### src/rtl/dht11_ascii_reporter_pkg.sv
// Shared types and constants for the DHT11 ASCII report path: FSM states,
// message length and the ASCII characters used to build each report line.
package dht11_report_pkg;

    typedef enum logic [2:0] {
        IDLE,
        CONV,
        SEND,
        WAIT_ACK,
        WAIT_DONE,
        FIN
    } state_e;

    localparam int unsigned MSG_LEN  = 19;
    localparam logic [4:0]  LAST_IDX = 5'(MSG_LEN - 1);

    localparam logic [7:0] CH_T     = 8'h54;
    localparam logic [7:0] CH_H     = 8'h48;
    localparam logic [7:0] CR       = 8'h0D;
    localparam logic [7:0] LF       = 8'h0A;
    localparam logic [7:0] ASCII_0  = 8'h30;
    localparam logic [7:0] ASCII_SP = 8'h20;
    localparam logic [7:0] ASCII_M  = 8'h4D;
    localparam logic [7:0] ASCII_A  = 8'h41;
    localparam logic [7:0] ASCII_X  = 8'h58;
    localparam logic [7:0] ASCII_I  = 8'h49;
    localparam logic [7:0] ASCII_N  = 8'h4E;
    localparam logic [7:0] ASCII_EQ = 8'h3D;

    function automatic logic [7:0] bcd_char(input logic [3:0] nib);
        return ASCII_0 + {4'h0, nib};
    endfunction

endpackage

### src/rtl/dht11_ascii_reporter_if.sv
// Request, statistics and UART byte-launch signals of the ASCII reporter.
// The reporter itself sits on the slave modport.
interface dht11_ascii_reporter_if;

    logic       temp_start;
    logic       humi_start;
    logic [7:0] i_max_temp;
    logic [7:0] i_min_temp;
    logic [7:0] i_max_humi;
    logic [7:0] i_min_humi;
    logic       tx_busy;
    logic       tx_start;
    logic [7:0] tx_data;
    logic       busy;
    logic       done;

    modport master (
        output temp_start, humi_start,
        output i_max_temp, i_min_temp, i_max_humi, i_min_humi,
        output tx_busy,
        input  tx_start, tx_data, busy, done
    );

    modport slave (
        input  temp_start, humi_start,
        input  i_max_temp, i_min_temp, i_max_humi, i_min_humi,
        input  tx_busy,
        output tx_start, tx_data, busy, done
    );

endinterface

### src/rtl/dht11_ascii_reporter_bin2bcd8.sv
// Sequential 8-bit binary to 3-digit BCD converter (double-dabble).
// The first shift happens in the start cycle, so a result is ready after 8 cycles.
module bin2bcd8 (
    input  logic        clk,
    input  logic        reset,
    input  logic        start,
    input  logic [7:0]  bin,
    output logic        done,
    output logic [11:0] bcd
);

    logic [19:0] sreg_q, sreg_d;
    logic [2:0]  cnt_q, cnt_d;
    logic        run_q, run_d;
    logic [19:0] step_out;

    function automatic logic [3:0] add3(input logic [3:0] nib);
        return (nib >= 4'd5) ? nib + 4'd3 : nib;
    endfunction

    function automatic logic [19:0] dabble(input logic [19:0] s);
        logic [19:0] t;
        t = {add3(s[19:16]), add3(s[15:12]), add3(s[11:8]), s[7:0]};
        return {t[18:0], 1'b0};
    endfunction

    always_comb begin
        step_out = dabble(start ? {12'h000, bin} : sreg_q);
        sreg_d   = sreg_q;
        cnt_d    = cnt_q;
        run_d    = run_q;
        done     = 1'b0;
        if (start) begin
            sreg_d = step_out;
            cnt_d  = '0;
            run_d  = 1'b1;
        end else if (run_q) begin
            sreg_d = step_out;
            cnt_d  = cnt_q + 3'd1;
            // seventh step after start is the eighth shift overall
            if (cnt_q == 3'd6) begin
                run_d = 1'b0;
                done  = 1'b1;
            end
        end
        bcd = step_out[19:8];
    end

    always_ff @(posedge clk or negedge reset) begin
        if (!reset) begin
            sreg_q <= '0;
            cnt_q  <= '0;
            run_q  <= 1'b0;
        end else begin
            sreg_q <= sreg_d;
            cnt_q  <= cnt_d;
            run_q  <= run_d;
        end
    end

endmodule

### src/rtl/dht11_ascii_reporter.sv
// Formats min/max temperature or humidity as a 19-byte ASCII line
// ("T MAX=ddd MIN=ddd\r\n") and pushes it byte by byte into a UART transmitter.
module dht11_ascii_reporter
    import dht11_report_pkg::*;
(
    input  logic                 clk,
    input  logic                 reset,
    dht11_ascii_reporter_if.slave bus
);

    state_e      state_q, state_d;
    logic [4:0]  idx_q, idx_d;
    logic        pend_t_q, pend_t_d;
    logic        pend_h_q, pend_h_d;
    logic        ch_h_q, ch_h_d;
    logic [7:0]  snap_max_q, snap_max_d;
    logic [7:0]  snap_min_q, snap_min_d;
    logic [3:0]  conv_cnt_q, conv_cnt_d;
    logic [11:0] max_bcd_q, max_bcd_d;
    logic [11:0] min_bcd_q, min_bcd_d;
    logic        tx_start_q, tx_start_d;
    logic [7:0]  tx_data_q, tx_data_d;
    logic        busy_q, busy_d;
    logic        done_q, done_d;

    logic        cv_start;
    logic        cv_done;
    logic [7:0]  cv_bin;
    logic [11:0] cv_bcd;
    logic [7:0]  msg_byte;

    // max converts in CONV cycles 0..7, min in 8..15
    assign cv_start = (state_q == CONV) && (conv_cnt_q[2:0] == 3'd0);
    assign cv_bin   = conv_cnt_q[3] ? snap_min_q : snap_max_q;

    bin2bcd8 u_bin2bcd8 (
        .clk   (clk),
        .reset (reset),
        .start (cv_start),
        .bin   (cv_bin),
        .done  (cv_done),
        .bcd   (cv_bcd)
    );

    always_comb begin
        msg_byte = 8'h00;
        case (idx_q)
            5'd0:    msg_byte = ch_h_q ? CH_H : CH_T;
            5'd1:    msg_byte = ASCII_SP;
            5'd2:    msg_byte = ASCII_M;
            5'd3:    msg_byte = ASCII_A;
            5'd4:    msg_byte = ASCII_X;
            5'd5:    msg_byte = ASCII_EQ;
            5'd6:    msg_byte = bcd_char(max_bcd_q[11:8]);
            5'd7:    msg_byte = bcd_char(max_bcd_q[7:4]);
            5'd8:    msg_byte = bcd_char(max_bcd_q[3:0]);
            5'd9:    msg_byte = ASCII_SP;
            5'd10:   msg_byte = ASCII_M;
            5'd11:   msg_byte = ASCII_I;
            5'd12:   msg_byte = ASCII_N;
            5'd13:   msg_byte = ASCII_EQ;
            5'd14:   msg_byte = bcd_char(min_bcd_q[11:8]);
            5'd15:   msg_byte = bcd_char(min_bcd_q[7:4]);
            5'd16:   msg_byte = bcd_char(min_bcd_q[3:0]);
            5'd17:   msg_byte = CR;
            5'd18:   msg_byte = LF;
            default: msg_byte = 8'h00;
        endcase
    end

    always_comb begin
        state_d    = state_q;
        idx_d      = idx_q;
        pend_t_d   = pend_t_q;
        pend_h_d   = pend_h_q;
        ch_h_d     = ch_h_q;
        snap_max_d = snap_max_q;
        snap_min_d = snap_min_q;
        conv_cnt_d = conv_cnt_q;
        max_bcd_d  = max_bcd_q;
        min_bcd_d  = min_bcd_q;
        tx_start_d = 1'b0;
        tx_data_d  = tx_data_q;
        busy_d     = busy_q;
        done_d     = 1'b0;

        if (state_q != IDLE) begin
            if (bus.temp_start) pend_t_d = 1'b1;
            if (bus.humi_start) pend_h_d = 1'b1;
        end

        case (state_q)
            IDLE: begin
                if (bus.temp_start || pend_t_q) begin
                    ch_h_d     = 1'b0;
                    snap_max_d = bus.i_max_temp;
                    snap_min_d = bus.i_min_temp;
                    pend_t_d   = 1'b0;
                    pend_h_d   = pend_h_q | bus.humi_start;
                    conv_cnt_d = '0;
                    idx_d      = '0;
                    busy_d     = 1'b1;
                    state_d    = CONV;
                end else if (bus.humi_start || pend_h_q) begin
                    ch_h_d     = 1'b1;
                    snap_max_d = bus.i_max_humi;
                    snap_min_d = bus.i_min_humi;
                    pend_h_d   = 1'b0;
                    conv_cnt_d = '0;
                    idx_d      = '0;
                    busy_d     = 1'b1;
                    state_d    = CONV;
                end
            end
            CONV: begin
                conv_cnt_d = conv_cnt_q + 4'd1;
                if (cv_done) begin
                    if (conv_cnt_q[3]) min_bcd_d = cv_bcd;
                    else               max_bcd_d = cv_bcd;
                end
                if (conv_cnt_q == 4'd15) state_d = SEND;
            end
            SEND: begin
                if (!bus.tx_busy) begin
                    tx_start_d = 1'b1;
                    tx_data_d  = msg_byte;
                    state_d    = WAIT_ACK;
                end
            end
            WAIT_ACK: begin
                if (bus.tx_busy) state_d = WAIT_DONE;
            end
            WAIT_DONE: begin
                if (!bus.tx_busy) begin
                    if (idx_q == LAST_IDX) begin
                        done_d  = 1'b1;
                        busy_d  = 1'b0;
                        state_d = FIN;
                    end else begin
                        idx_d   = idx_q + 5'd1;
                        state_d = SEND;
                    end
                end
            end
            FIN: begin
                idx_d   = '0;
                state_d = IDLE;
            end
            default: state_d = IDLE;
        endcase
    end

    always_ff @(posedge clk or negedge reset) begin
        if (!reset) begin
            state_q    <= IDLE;
            idx_q      <= '0;
            pend_t_q   <= 1'b0;
            pend_h_q   <= 1'b0;
            ch_h_q     <= 1'b0;
            snap_max_q <= '0;
            snap_min_q <= '0;
            conv_cnt_q <= '0;
            max_bcd_q  <= '0;
            min_bcd_q  <= '0;
            tx_start_q <= 1'b0;
            tx_data_q  <= '0;
            busy_q     <= 1'b0;
            done_q     <= 1'b0;
        end else begin
            state_q    <= state_d;
            idx_q      <= idx_d;
            pend_t_q   <= pend_t_d;
            pend_h_q   <= pend_h_d;
            ch_h_q     <= ch_h_d;
            snap_max_q <= snap_max_d;
            snap_min_q <= snap_min_d;
            conv_cnt_q <= conv_cnt_d;
            max_bcd_q  <= max_bcd_d;
            min_bcd_q  <= min_bcd_d;
            tx_start_q <= tx_start_d;
            tx_data_q  <= tx_data_d;
            busy_q     <= busy_d;
            done_q     <= done_d;
        end
    end

    assign bus.tx_start = tx_start_q;
    assign bus.tx_data  = tx_data_q;
    assign bus.busy     = busy_q;
    assign bus.done     = done_q;

endmodule

### src/flat_wrapper.sv
// flat-port wrapper written by rule: the top's interface ports become plain ports
module dht11_ascii_reporter_flat import dht11_report_pkg::*;
  (clk, reset, bus_temp_start, bus_humi_start, bus_i_max_temp, bus_i_min_temp, bus_i_max_humi, bus_i_min_humi, bus_tx_busy, bus_tx_start, bus_tx_data, bus_busy, bus_done);
  dht11_ascii_reporter_if bus_i ();
  input  logic clk;
  input  logic reset;
  input wire logic [$bits(bus_i.temp_start)-1:0] bus_temp_start;
  input wire logic [$bits(bus_i.humi_start)-1:0] bus_humi_start;
  input wire logic [$bits(bus_i.i_max_temp)-1:0] bus_i_max_temp;
  input wire logic [$bits(bus_i.i_min_temp)-1:0] bus_i_min_temp;
  input wire logic [$bits(bus_i.i_max_humi)-1:0] bus_i_max_humi;
  input wire logic [$bits(bus_i.i_min_humi)-1:0] bus_i_min_humi;
  input wire logic [$bits(bus_i.tx_busy)-1:0] bus_tx_busy;
  output wire logic [$bits(bus_i.tx_start)-1:0] bus_tx_start;
  output wire logic [$bits(bus_i.tx_data)-1:0] bus_tx_data;
  output wire logic [$bits(bus_i.busy)-1:0] bus_busy;
  output wire logic [$bits(bus_i.done)-1:0] bus_done;
  assign bus_i.temp_start = bus_temp_start;
  assign bus_i.humi_start = bus_humi_start;
  assign bus_i.i_max_temp = bus_i_max_temp;
  assign bus_i.i_min_temp = bus_i_min_temp;
  assign bus_i.i_max_humi = bus_i_max_humi;
  assign bus_i.i_min_humi = bus_i_min_humi;
  assign bus_i.tx_busy = bus_tx_busy;
  assign bus_tx_start = bus_i.tx_start;
  assign bus_tx_data = bus_i.tx_data;
  assign bus_busy = bus_i.busy;
  assign bus_done = bus_i.done;
  dht11_ascii_reporter u_core (.clk(clk), .reset(reset), .bus(bus_i));
endmodule
### config.mk
export PLATFORM = sky130hd
export DESIGN_NAME = dht11_ascii_reporter_flat
export DESIGN_NICKNAME = d
export VERILOG_FILES = /design/src/rtl/dht11_ascii_reporter_pkg.sv /design/src/rtl/dht11_ascii_reporter_if.sv /design/src/rtl/dht11_ascii_reporter_bin2bcd8.sv /design/src/rtl/dht11_ascii_reporter.sv /design/src/flat_wrapper.sv
export SDC_FILE = /design/constraint.sdc
export NUM_CORES = 1
export LEC_CHECK = 0
export ABC_AREA = 1
export CAP_MARGIN = 0
export CORE_MARGIN = 2
export CORE_UTILIZATION = 44
export CTS_BUF_LIST = sky130_fd_sc_hd__clkbuf_2 sky130_fd_sc_hd__clkbuf_4 sky130_fd_sc_hd__clkbuf_8
export DETAILED_ROUTE_END_ITERATION = 7
export DONT_BUFFER_PORTS = 1
export GPL_ROUTABILITY_DRIVEN = 1
export PLACE_DENSITY = 0.7
export SLEW_MARGIN = 5
export SYNTH_ARGS = -nofsm -noshare
export SYNTH_HDL_FRONTEND = slang
export SYNTH_SLANG_ARGS = --single-unit
export TNS_END_PERCENT = 20
### constraint.sdc
create_clock -name clk -period 4.1 [get_ports clk]
set_input_delay 0.205 -clock clk [delete_from_list [all_inputs] [get_ports clk]]
set_output_delay 0.205 -clock clk [all_outputs]
set_load 0.03 [all_outputs]
==> results.md, run 1 <==
- Outcome: complete, no violations
- Vias in the first global route: between 4k and 5k
- Fin crit share: 65.2%
- Via count: between 4k and 5k
- Remaining global-route overflow: 0
- Max clock buf depth: 2
- Syn Nets: ~660
- Row count: 37
- Core box area: 10300 µm²
- Total CTS buffers: 9
- Buffer and inverter count on the worst path: 2
- Pre-antenna DRT Iters: 5
- Top-Level Pins: 48
- Logic pwr share: between 40% and 50%
- Yosys reg bits: 88
- Initial Util: 45.3%
- DR WL/cell: 13.8 µm
- H-tree Lvls: 3
- Worst Setup SP: u_core.pend_t_q
- Worst skew pair latency: 0.36 ns
- Psw: between 1.5 and 2 mW
- Remaining DRCs: 0
- GRT Overall Usage: 20.2%
- Number of vias per cell: 5.24
- First DRT Iteration DRCs: 209
- R2r startpoint: u_core.pend_t_q
- Root Driver: clkbuf_8
- Die height: 107 µm
- Area leader, netlist: dfrtp_1
- Hold Path Depth: 2
- CTS Sinks: 88
- RSZ-0062 raised after global routing: false
- Critical Path Stages: 5
- Slew Viols, Final: 0
- Crit path DAT: 2.91 ns
- Crit Path Class: reg -> reg
- Clock-pin slew on the worst setup and hold paths: 0.10 ns
- # setup viols final: 0
- Synthesized area: 4650 µm²
- Clk pwr share: 18.5%
- Gpl congestion: 0.897
- Worst-Margin Slew: roughly 0.74 ns
- R2R depth: 5
- Sw Ratio: 43.9%
- Synth unique cells: 35
- Synth top area cells: dfrtp_1 (47%), nand2_1 (18%), nand3_1 (6.0%)
- Total Routed Length: around 11000 µm
- Prevailing post-synth register cell: dfrtp_1
- CP Max Fanout: 19
- Worst IR drop on VDD: 0.309 mV
- Required time worst endpoint: roughly 4.3 ns
- Post-synth ARST share: 100%
- Post-Place Cells: 724
- Most numerous cell in the Yosys netlist: nand2_1
- Synth Warn #: 0
- Area delta synth->final: 12.7%
- Slowest CP cell: clkinv_1
- Reg2reg end: u_core.snap_min_q[4]
- EDFF count, synth: 0
- Hold WC Path Type: in -> reg
- Crit-path leading delay family: buffers and inverters
- Seq pwr share: 39.0%
- CP startpoint kind: flip-flop
- Final setup TNS: 0 ns
- Antenna Cells: 0
- First-pass GRT wire length: ~19000 µm
- Max Cap Viol: 0
- Fin nets: 677
- Gate count of the mapped netlist: 608
- Fin cells: 769
- Max_slew headroom: 50.7%
- P per Cell Area: 724 nW/µm²
- Yosys top cell area share: 47.3%
- Largest stage delay on the critical path: approximately 0.66 ns
- Max Freq: between 0.3 and 0.4 GHz
- Leakage: 2.66 nW
- Hold Vio Cnt, Final: 0
- Die area: between 10000 and 15000 µm²
- Post-DP HPWL: between 7000 and 8000 µm
- P_int: 2.13 mW
- Sequential area share after synthesis: 47.3%
- CTS tree: done
- Min Tclk post-route: about 2.7 ns
- Syn_area_per_cell: 7.65 µm²
- Chip Width: 107 µm
- Post CTS Setup Buffer Count: 0
- # resized after CTS: 0
- PortBufs: 0
- Largest net degree at the start of global routing: 89
- Crit path cell chain: nor2_2 > clkinv_1 > nand2_1 > a31oi_1 > dlygate4sd3_1
- Crit. End Element: flip-flop
- Clock skew: 0.0148 ns
- CTS Hold Bufs: 28
- Antenna violations before repair: 0
- Post-route ant nets: 0
- R2R Setup Slk: 1.43 ns
- Top cells by count, synth: nand2_1 (218), dfrtp_1 (88), nor2_1 (61)
- Worst Setup EP: u_core.snap_min_q[4]
- Share of cells above drive strength 1: a little under 6%
metal layers:
metal,up-vias,part of all wire (%),track usage (%)
li1,2014,-,-
met3,17,4.3,2.92
met4,0,2.0,7.51
met5,-,0,0
met1,1892,44,26.5
met2,106,49,34.1
flip-flops by register name (all words and copies together) (netlist names):
| signal | count |
|---|---|
| u_core.bus.busy | 1 |
| u_core.bus.done | 1 |
| u_core.bus.tx_data | 7 |
| u_core.bus.tx_start | 1 |
| u_core.ch_h_q | 1 |
| u_core.conv_cnt_q | 4 |
| u_core.idx_q | 5 |
| u_core.max_bcd_q | 12 |
| u_core.min_bcd_q | 12 |
| u_core.pend_h_q | 1 |
| u_core.pend_t_q | 1 |
| u_core.snap_max_q | 8 |
| u_core.snap_min_q | 8 |
| u_core.state_q | 3 |
| u_core.u_bin2bcd8.cnt_q | 3 |
| u_core.u_bin2bcd8.run_q | 1 |
| u_core.u_bin2bcd8.sreg_q | 19 |
placed cells by master, fill, tap and decap left out, drive strengths merged, types with 2 or more instances in the layout:
cell type and count:
nor3b 2, clkbuf 9, inv 57, ha 12, a31oi 18, o311ai 5, nand3 58, nand2 221
o211ai 4, o31ai 6, o21ai 20, o22ai 3, a21oi 11, nand4 6, xor2 4, dlygate4sd3 28
bufinv 2, nor3 5, dfrtp 88, nor2 68
power by group through the flow:
stage	sequential (mW)	clock [mW]	combinational, mW
floorplan	1.41	0	1.23
detailed placement	1.50	0	1.46
finish	1.48	0.703	1.61
global placement	1.48	0	1.40
CTS	1.48	0.719	1.62
global route	1.52	0.760	1.86
cell families after synthesis:
family	synth area share, %
buffers and inverters	6.83
adders and majority gates	3.23
xor gates and xnor gates	0.753
DFF	47.3
AOI/OAI and AO/OA	9.14
other	0.0806
and+or+nand+nor	32.6
how the worst min path moves through the flow:
stage | slack, ns | endpoint | start
2_1_floorplan | -0.09 | u_core.bus.busy | reset
3_3_place_gp | -0.09 | u_core.bus.done | reset
3_5_place_dp | -0.09 | u_core.bus.done | reset
4_1_cts | 0.0004 | u_core.snap_min_q[0] | bus_i_min_humi[0]
5_1_grt | 0.008 | u_core.snap_min_q[6] | bus_i_min_humi[6]
6_report | 0.01 | u_core.snap_min_q[6] | bus_i_min_humi[6]
area by class of cell:
class | count | area, µm²
Clock buffer | 9 | 124
Clock inverter | 7 | 109
Fill cell | 1007 | 5030
Inverter | 53 | 199
Multi-Input combinational cell | 447 | 2130
Sequential cell | 88 | 2200
Tap cell | 136 | 170
Timing Repair Buffer | 29 | 308
through the flow:
step | area [µm²] | utilization, % | setup WS (ns) | hold WS, ns | total power [mW]
6_report | 5250 | 51.0 | 1.43 | 0.0120 | 3.80
5_1_grt | 5250 | 51.0 | 1.18 | 0.00848 | 4.15
4_1_cts | 5240 | 50.9 | 1.47 | 0.000371 | 3.81
3_5_place_dp | 4700 | 45.8 | 1.56 | -0.0884 | 2.95
3_3_place_gp | 4700 | 45.8 | 1.69 | -0.0887 | 2.88
2_1_floorplan | 4650 | - | 2.14 | -0.0906 | 2.64
No activity file was read; power rests on OpenSTA's default activity.
==> run 2: changes to the inputs <==
- PLACE_DENSITY: 0.7 -> 0.72
- clock period: 4.1 -> 2.3 ns (I/O delays scaled with it)
==> run 2 against run 1 <==
  * Critical endpoint is now u_core.u_bin2bcd8.sreg_q[8]
  * Combinational power increased by 98%
  * Fmax increased by 25%
  * Die area unchanged
==> results.md, run 2 (synthesis gave the netlist of run 1 again) <==
- P per Cell Area: 1290 nW/µm²
- Hold Vio Cnt, Final: 0
- Finished Cell Area: 5390 µm²
- CP Max Fanout: 14
- Crit. End Element: flip-flop
- Worst IR drop on VDD: 0.657 mV
- Psw: 3.03 mW
- Antenna violations before repair: 0
- Worst skew pair latency: 0.36 ns
- Slew Viols, Final: 0
- Hold WC Path Type: in -> reg
- Clock skew: approximately 0.011 ns
- Row count: 37
- Remaining global-route overflow: 0
- PortBufs: 0
- Antenna Cells: 0
- Largest registers: u_core.u_bin2bcd8.sreg_q (19), u_core.max_bcd_q (12), u_core.min_bcd_q (12)
- Via count: 4145
- DR WL/cell: 13.9 µm
- Initial Util: between 40% and 50%
- Final setup TNS: 0 ns
- CP startpoint kind: flip-flop
- Vias in the first global route: 3975
- Number of vias per cell: 5.27
- Post-route ant nets: 0
- Root Driver: clkbuf_8
- Die height: around 110 µm
- Die area: 11400 µm²
- Leakage: ~2.7 nW
- GRT Overall Usage: between 20% and 30%
- # setup viols final: 0
- Core box area: about 10000 µm²
- Clk pwr share: 16.3%
- WHS: roughly 0.11 ns
- Max Freq: 0.467 GHz
- Pre-antenna DRT Iters: 5
- Outcome: complete, no violations
- Remaining DRCs: 0
- Most frequent cells in the layout: nand2_1 (218), dfrtp_1 (88), nor2_1 (60)
- DR top layer: met4
- Reg area: 2200 µm²
- H-tree Lvls: 3
- Most common cell after layout, fill and taps aside: nand2_1
- Max Cap Viol: 0
- Chip Width: 107 µm
- Crit Path Class: reg -> reg
- Total CTS buffers: 9
- Seq pwr share: 37.9%
- Met1 Wirelength: 4930 µm
- Pwr Total: 6.96 mW
- Met3 WL post-DR: 427 µm
- CTS Sinks: 88
- Fillcell total: between 900 and 1k
- First DRT Iteration DRCs: 233
- First-pass GRT wire length: 18700 µm
- Top-Level Pins: 48
- Fin nets: 695
- Multi-input logic area: 2150 µm²
- Max_slew headroom: a little under three fifths
- Gpl congestion: 0.925
- Logic pwr share: 45.8%
- Register with the most flip-flops: u_core.u_bin2bcd8.sreg_q
- Total Routed Length: 10900 µm
- Max clock buf depth: 2
- Area delta synth->final: 15.9%
- Layout Utilization: 52.5%
- Crit path DAT: approximately 2.5 ns
- DP Area: approximately 4700 µm²
- Met2 routed WL: 5290 µm
- Required time worst endpoint: 2.61 ns
- Max FFs per register: 19
- Fin crit share: 93.2%
- Clock-pin slew on the worst setup and hold paths: about 0.090 ns
- Worst-Margin Slew: 0.648 ns
- CTS tree: done
- Min Tclk post-route: roughly 2.1 ns
- Share of cells above drive strength 1: 7.68%
- Post-DP HPWL: 7390 µm
- RSZ-0062 raised after global routing: true
- Largest net degree at the start of global routing: a little under 90
- P_int: 3.92 mW
- Sw Ratio: 43.6%
run 2: worst max-delay path: stages (launching register included):
cell     delay, ns
dfrtp_1       0.40
inv_1         0.10
ha_1          0.14
inv_1         0.06
nor2_4        0.14
nand3_4       0.18
buf_4         0.20
inv_1         0.16
nor2_1        0.07
a31oi_1       0.43
nand2_1       0.12
nand2_1       0.09
run 2: metal layers:
metal | global-route usage (%) | vias to the layer above
li1 | - | 2046
met1 | 26.1 | 1973
met2 | 34.1 | 106
met3 | 3.71 | 20
met4 | 7.24 | 0
met5 | 0 | -
run 2: final timing paths:
check	startpoint	endpoint	slack (ns)	cells past startpoint
max	u_core.conv_cnt_q[0]	u_core.u_bin2bcd8.sreg_q[8]	0.16	11
min	bus_tx_busy	u_core.state_q[0]	0.11	3
max reg2reg	u_core.conv_cnt_q[0]	u_core.u_bin2bcd8.sreg_q[8]	0.16	11
min reg2reg	u_core.min_bcd_q[7]	u_core.min_bcd_q[7]	0.48	2
max in group asynchronous	reset	u_core.u_bin2bcd8.sreg_q[17]	1.63	2
min in group asynchronous	reset	u_core.bus.tx_start	0.33	2
run 2: cell type report:
type | count | area share [%]
well taps | 136 | 3.15
repair buffers | 46 | 8.40
multi-input cells | 448 | 39.9
flip-flops and latches | 88 | 40.8
clock inverters | 4 | 0.951
clock buffers | 12 | 2.95
inverters | 53 | 3.85
run 2: through the flow:
step / worst slack, ns / std cells
after CTS: 0.00991 / 780
after global placement: 0.0908 / 728
after floorplan: 0.342 / 608
after global routing: -0.0282 / 787
after detailed placement: 0.0325 / 728
final: 0.157 / 787
run 2: power by group through the flow:
stage               sequential (mW)  clock (mW)  combinational, mW
finish                         2.64        1.14               3.19
detailed placement             2.65           0               2.65
global route                   2.71        1.21               3.62
floorplan                      2.51           0               2.19
global placement               2.62           0               2.56
CTS                            2.62        1.15               3.03
run 2: repair_timing:
| item | CTS | global route |
|---|---|---|
| hold endpoints to repair | 107 | 0 |
| setup endpoints to repair | 0 | 52 |
| setup buffers | 0 | 6 |
| hold buffers | 36 | 0 |
| resized for setup | 0 | 7 |
